<file path="config.mk">
export PLATFORM = sky130hd
export DESIGN_NAME = tc1_monitor
export DESIGN_NICKNAME = d
export VERILOG_FILES = /design/src/rtl/tc1_monitor.sv
export SDC_FILE = /design/constraint.sdc
export NUM_CORES = 1
export LEC_CHECK = 0
export BUFFER_PORTS_ARGS = -buffer_cell sky130_fd_sc_hd__buf_2
export CAP_MARGIN = 20
export CORE_UTILIZATION = 45
export DETAILED_ROUTE_END_ITERATION = 8
export GPL_TIMING_DRIVEN = 0
export PLACE_DENSITY = 0.63
export SLEW_MARGIN = 40
export SYNTH_ARGS = -nofsm -noshare
export SYNTH_HDL_FRONTEND = slang
export SYNTH_SLANG_ARGS = --single-unit
</file>
<file path="constraint.sdc">
create_clock -name clk -period 7.5 [get_ports clk]
set_clock_uncertainty 0.05 [all_clocks]
set_input_delay 1.875 -clock clk [delete_from_list [all_inputs] [get_ports clk]]
set_output_delay 1.875 -clock clk [all_outputs]
set_load 0.01 [all_outputs]
</file>
<file path="src/rtl/tc1_monitor.sv">
// Polls the Pmod TC1 interface, runs a moving-average filter over good samples
// and raises an over-temperature alarm with hysteresis; flags sensor faults.
module tc1_monitor #(
    parameter int POLL_PERIOD  = 10_000_000,
    parameter int AVG_LOG2     = 2,
    parameter int HYST         = 8,
    parameter int BUSY_TIMEOUT = 4096
) (
    input  logic        clk,
    input  logic        rst,
    input  logic        enable,
    output logic        tc_update_all,
    input  logic        tc_busy,
    input  logic [13:0] tc_temperature,
    input  logic [11:0] tc_internal,
    input  logic [2:0]  tc_status,
    input  logic        tc_fault,
    input  logic [13:0] threshold_high,
    output logic [13:0] avg_temp,
    output logic [11:0] last_internal,
    output logic        avg_valid,
    output logic        sample_strobe,
    output logic        alarm_over,
    output logic        sensor_fault,
    output logic [2:0]  fault_code
);
    localparam int DEPTH = 1 << AVG_LOG2;
    localparam int SW    = 14 + AVG_LOG2;
    localparam int TW    = $clog2(POLL_PERIOD);
    localparam int BW    = (BUSY_TIMEOUT > 1) ? $clog2(BUSY_TIMEOUT) : 1;
    localparam int PW    = (AVG_LOG2 > 0) ? AVG_LOG2 : 1;
    localparam int FW    = AVG_LOG2 + 1;
    localparam logic [TW-1:0] PERIOD_M1  = TW'(POLL_PERIOD - 1);
    localparam logic [BW-1:0] TIMEOUT_M1 = BW'(BUSY_TIMEOUT - 1);

    typedef enum logic [2:0] {S_IDLE, S_WAIT, S_REQ, S_BUSY, S_SETTLE, S_PROC} state_t;

    state_t               state_reg;
    logic [TW-1:0]        timer_reg;
    logic [BW-1:0]        bto_reg;
    logic                 update_all_reg;
    logic [PW-1:0]        wr_ptr_reg;
    logic [FW-1:0]        fill_reg;
    logic signed [SW-1:0] sum_reg;
    logic [13:0]          avg_temp_reg;
    logic [11:0]          last_internal_reg;
    logic                 avg_valid_reg;
    logic                 sample_strobe_reg;
    logic                 alarm_reg;
    logic                 sensor_fault_reg;
    logic [2:0]           fault_code_reg;
    logic                 avg_upd_reg;
    logic                 alarm_eval_reg;
    logic [13:0]          oldest_reg;
    logic [13:0]          ring_mem [DEPTH];

    logic                 take_sample;
    logic                 full;
    logic signed [SW-1:0] new_ext;
    logic signed [SW-1:0] old_ext;
    logic signed [SW-1:0] sum_next;
    logic signed [14:0]   avg15;
    logic signed [14:0]   thr15;
    logic signed [14:0]   clr15;

    assign take_sample = (state_reg == S_PROC) && !tc_fault;
    assign full        = (fill_reg == FW'(DEPTH));
    assign new_ext     = SW'($signed(tc_temperature));
    // Slots never written since reset count as zero; while filling, the write
    // pointer always lands on such a slot, so no RAM clear is needed.
    assign old_ext     = full ? SW'($signed(oldest_reg)) : '0;
    assign sum_next    = sum_reg + new_ext - old_ext;

    assign avg15 = 15'($signed(avg_temp_reg));
    assign thr15 = 15'($signed(threshold_high));
    assign clr15 = thr15 - 15'(HYST);

    // Ring buffer with registered read; the oldest entry is pre-fetched while
    // the pointer sits still during the transfer.
    always_ff @(posedge clk) begin
        if (take_sample) begin
            ring_mem[wr_ptr_reg] <= tc_temperature;
        end
        oldest_reg <= ring_mem[wr_ptr_reg];
    end

    always_ff @(posedge clk or negedge rst) begin
        if (!rst) begin
            state_reg         <= S_IDLE;
            timer_reg         <= '0;
            bto_reg           <= '0;
            update_all_reg    <= 1'b0;
            wr_ptr_reg        <= '0;
            fill_reg          <= '0;
            sum_reg           <= '0;
            avg_temp_reg      <= '0;
            last_internal_reg <= '0;
            avg_valid_reg     <= 1'b0;
            sample_strobe_reg <= 1'b0;
            alarm_reg         <= 1'b0;
            sensor_fault_reg  <= 1'b0;
            fault_code_reg    <= '0;
            avg_upd_reg       <= 1'b0;
            alarm_eval_reg    <= 1'b0;
        end else begin
            sample_strobe_reg <= 1'b0;
            avg_upd_reg       <= 1'b0;
            alarm_eval_reg    <= 1'b0;
            case (state_reg)
                S_IDLE: begin
                    if (enable) begin
                        state_reg <= S_WAIT;
                        timer_reg <= PERIOD_M1;
                    end
                end
                S_WAIT: begin
                    if (!enable) begin
                        state_reg <= S_IDLE;
                    end else if (timer_reg == '0) begin
                        state_reg      <= S_REQ;
                        update_all_reg <= 1'b1;
                        bto_reg        <= '0;
                    end else begin
                        timer_reg <= timer_reg - 1'b1;
                    end
                end
                S_REQ: begin
                    if (tc_busy) begin
                        update_all_reg <= 1'b0;
                        state_reg      <= S_BUSY;
                    end else if (bto_reg == TIMEOUT_M1) begin
                        update_all_reg   <= 1'b0;
                        sensor_fault_reg <= 1'b1;
                        fault_code_reg   <= 3'b000;
                        state_reg        <= S_WAIT;
                        timer_reg        <= PERIOD_M1;
                    end else begin
                        bto_reg <= bto_reg + 1'b1;
                    end
                end
                S_BUSY: begin
                    if (!tc_busy) state_reg <= S_SETTLE;
                end
                S_SETTLE: state_reg <= S_PROC;
                S_PROC: begin
                    if (tc_fault) begin
                        sensor_fault_reg <= 1'b1;
                        fault_code_reg   <= tc_status;
                    end else begin
                        sensor_fault_reg  <= 1'b0;
                        last_internal_reg <= tc_internal;
                        sum_reg           <= sum_next;
                        wr_ptr_reg        <= (wr_ptr_reg == PW'(DEPTH - 1)) ? '0 : wr_ptr_reg + 1'b1;
                        if (!full) fill_reg <= fill_reg + 1'b1;
                        if (fill_reg == FW'(DEPTH - 1)) avg_valid_reg <= 1'b1;
                        sample_strobe_reg <= 1'b1;
                        avg_upd_reg       <= 1'b1;
                    end
                    if (enable) begin
                        state_reg <= S_WAIT;
                        timer_reg <= PERIOD_M1;
                    end else begin
                        state_reg <= S_IDLE;
                    end
                end
                default: state_reg <= S_IDLE;
            endcase

            // Average lags the sum by one cycle, the alarm lags the average by one.
            if (avg_upd_reg) begin
                avg_temp_reg   <= 14'(sum_reg >>> AVG_LOG2);
                alarm_eval_reg <= 1'b1;
            end
            if (alarm_eval_reg && avg_valid_reg) begin
                if (avg15 >= thr15)     alarm_reg <= 1'b1;
                else if (avg15 < clr15) alarm_reg <= 1'b0;
            end
        end
    end

    assign tc_update_all = update_all_reg;
    assign avg_temp      = avg_temp_reg;
    assign last_internal = last_internal_reg;
    assign avg_valid     = avg_valid_reg;
    assign sample_strobe = sample_strobe_reg;
    assign alarm_over    = alarm_reg;
    assign sensor_fault  = sensor_fault_reg;
    assign fault_code    = fault_code_reg;
endmodule

</file>
==> out/metrics.yaml <==
grt:
  antenna_found_initial: 0
  grt_pass1_wl_mm: 30.12
  grt_max_degree: 54
  overflow: 0
  grtUsageTotal_pct: 19.37
  grt_pass1_vias: 5988
placement:
  io_buffers: 81
  place.gp.congestion: 0.8103
  dp.cells: 1163
  dp_hpwl_mm: 13.40
detailed_routing:
  vias_per_cell: 5.212
  drc: 0
  drtIter0Drc: 270
  wl_per_cell_um: 15.10
  dr.pass1.iters: 5
  vias: 6228
  finalWirelength_mm: 18.05
  ant_nets: 0
logic_synthesis:
  mappedNetlistNets: 937
  synth.area.top_cells: "dfrtp_1, edfxtp_1, ha_1"
  synth-seq-cells: 165
  synthSimpleGateAreaFrac_pct: 14.72
  synth-compound-area-share_pct: 10.31
  synth_edf_count: 56
  synthMuxAreaShare_pct: 6.083
  avgSynthCellArea_sq_um: 10.70
  ys_types: 66
  synth_top_area_share_pct: 27.07
  synth_top_family_by_area: "simple AND/OR/NAND/NOR gates"
  synthXorXnorAreaFrac_pct: 3.092
  yosys.area_share.adder_pct: 10.97
  yosys_warnings: 0
  netlist_area_sq_um: 8782
  netlist_instances: 821
  async_flop_share_pct: 57.58
  yosys.area.top_type: "dfrtp_1"
  synthFlopType: "dfrtp_1"
  ys_seq_area_share_pct: 49.41
layout:
  largest_reg_flops: 56
  area_growth_pct: 15.27
  fin_cells: 1195
  fill_cells: 1762
  nNetsFinal: 1038
  drive_above_1_share_pct: 17.01
  num_antenna_cells: 0
power_and_ir_drop:
  power_per_cell_area_nw_per_um2: 242.2
  power_leakage_uw: 0.004520
  worst_ir_drop_vdd_v: 0.0001817
  power_uw: 2452
setup_path:
  crit_family: "buffers and inverters"
  cpMostUsedCell: "clkbuf_1"
  cp_cell_sequence: "buf_2, or3_1, clkbuf_1, inv_1, clkbuf_1, clkbuf_1, and2_1"
  cp.required_ns: 7.51
  crit_path_top_delay_cell: "and2_1"
  slowest_delay_ns: 0.70
  arrival_ns: 4.32
  crit_path_start_kind: "input pin"
  worstSetupPathType: "input pin to flop"
  cp-end-kind: "flop"
  worst-path-buf-inv: 5
  cp_max_fo: 14
floorplan:
  dieArea_sq_um: 20080
  start_util_pct: 46.48
  fp.dieH_um: 141.7
  core-area_sq_um: 18890
  rows: 50
  io-pin-count: 82
  die_x_um: 141.7
timing:
  setup_viol: 0
  fin_hold_ws_ns: 0.4062
  grt_setup_unrepaired: "false"
  slew_violations: 0
  period_needed_ns: 4.314
  hold_viol_final: 0
  max_clock_freq_ghz: 0.2318
  worstMarginPinSlew_ns: 0.8009
  tns_ns: 0
  relSlewSlack_pct: 46.60
  finalCritPeriodShare_pct: 57.53
flow_run:
  maxCapViolations: 0
clocking:
  clockRootBuffer: "clkbuf_16"
  clk_latency_ns: 0.43
  cts_tree: "built"
  post_cts_buffers: 0
  clock_path_buffers: 2
  clk_pin_slew_ns: 0.06
  clock_sinks: 165
  cts_max_level: 4
  cts_made_buffers: 17
  ctsResizeCount: 0
  hold_buffers: 0
outcome:
  status: "finished clean"
min_path:
  hp-class: "flop to flop"
==> cells by family after synthesis <==
kind of cell    Yosys count
simple gates            259
flops                   165
compound gates          145
buf+inv                 119
fa+ha+maj                68
mux                      34
xor+xnor                 31
==> synth_stat cells, types with 16 or more instances <==
cell type  instances
a21oi_1           27
and3_1            16
clkbuf_1          20
dfrtp_1           95
edfxtp_1          56
ha_1              53
inv_1             93
nand2_1           91
nor2_1            46
nor3_1            21
o21ai_0           54
xnor2_1           21
==> cells in the final DEF, fill, tap and decap left out, drive strengths merged, types with 15 or more instances in the layout <==
master / n
a21oi: 28
and3: 16
buf: 87
clkbuf: 41
dfrtp: 95
edfxtp: 56
fa: 15
ha: 53
inv: 96
mux2: 15
nand2: 91
nand3: 15
nor2: 47
nor3: 21
o21ai: 55
xnor2: 21
==> power by group <==
| part | switching (uW) | total (uW) | internal (uW) |
|---|---|---|---|
| Sequential | 53.4 | 1040 | 988 |
| Clock | 370 | 836 | 466 |
| Combinational | 327 | 575 | 248 |
| Total | 751 | 2450 | 1700 |
==> area by class of cell <==
type,instances,area (sq um),share of cell area [%]
Clock buffer,20,479.2,4.734
Timing Repair Buffer,82,442.9,4.375
Sequential cell,165,4339,42.86
Clock inverter,12,91.34,0.9022
Tap cell,260,325.3,3.213
Multi-Input combinational cell,537,3969,39.20
Buffer,26,127.6,1.261
Inverter,93,349.1,3.448
==> worst paths after layout <==
path                             start              to  slack, ns  cells after the start
min in group asynchronous          rst      bto_reg[0]       1.27                      1
max in group asynchronous          rst      sum_reg[4]       5.55                      2
max                           tc_fault  ring_mem[1][5]       3.19                      7
min reg2reg                avg_upd_reg  alarm_eval_reg       0.41                      0
min                        avg_upd_reg  alarm_eval_reg       0.41                      0
max reg2reg                fill_reg[0]     sum_reg[14]       3.66                     15
==> metal layers <==
| layer | up-vias | track usage [%] | wire (um) |
|---|---|---|---|
| met3 | 22 | 3.307 | 522 |
| met4 | 0 | 6.452 | 272 |
| met1 | 3007 | 27.73 | 9237 |
| li1 | 3088 | - | - |
| met5 | - | 0 | 0 |
| met2 | 111 | 29.87 | 8015 |
==> worst register-to-register path: cells and delay by family, from the launching register on <==
kind / cells / cell delay [ns]
fa+ha+maj: 4 / 1.07
simple gates: 3 / 0.42
flops: 1 / 0.41
buf+inv: 4 / 0.55
compound gates: 4 / 1.22
==> stage by stage <==
step           instance area, sq um  setup slack, ns  util [%]
6_report                      10120            3.186     53.58
5_1_grt                       10120            2.952     53.58
4_1_cts                       10120            3.173     53.57
3_5_place_dp                   9550            2.754     50.55
3_3_place_gp                   9513            2.725     50.35
2_1_floorplan                  8782            3.324         -
Note: power is estimated with default switching activity, not from simulation.
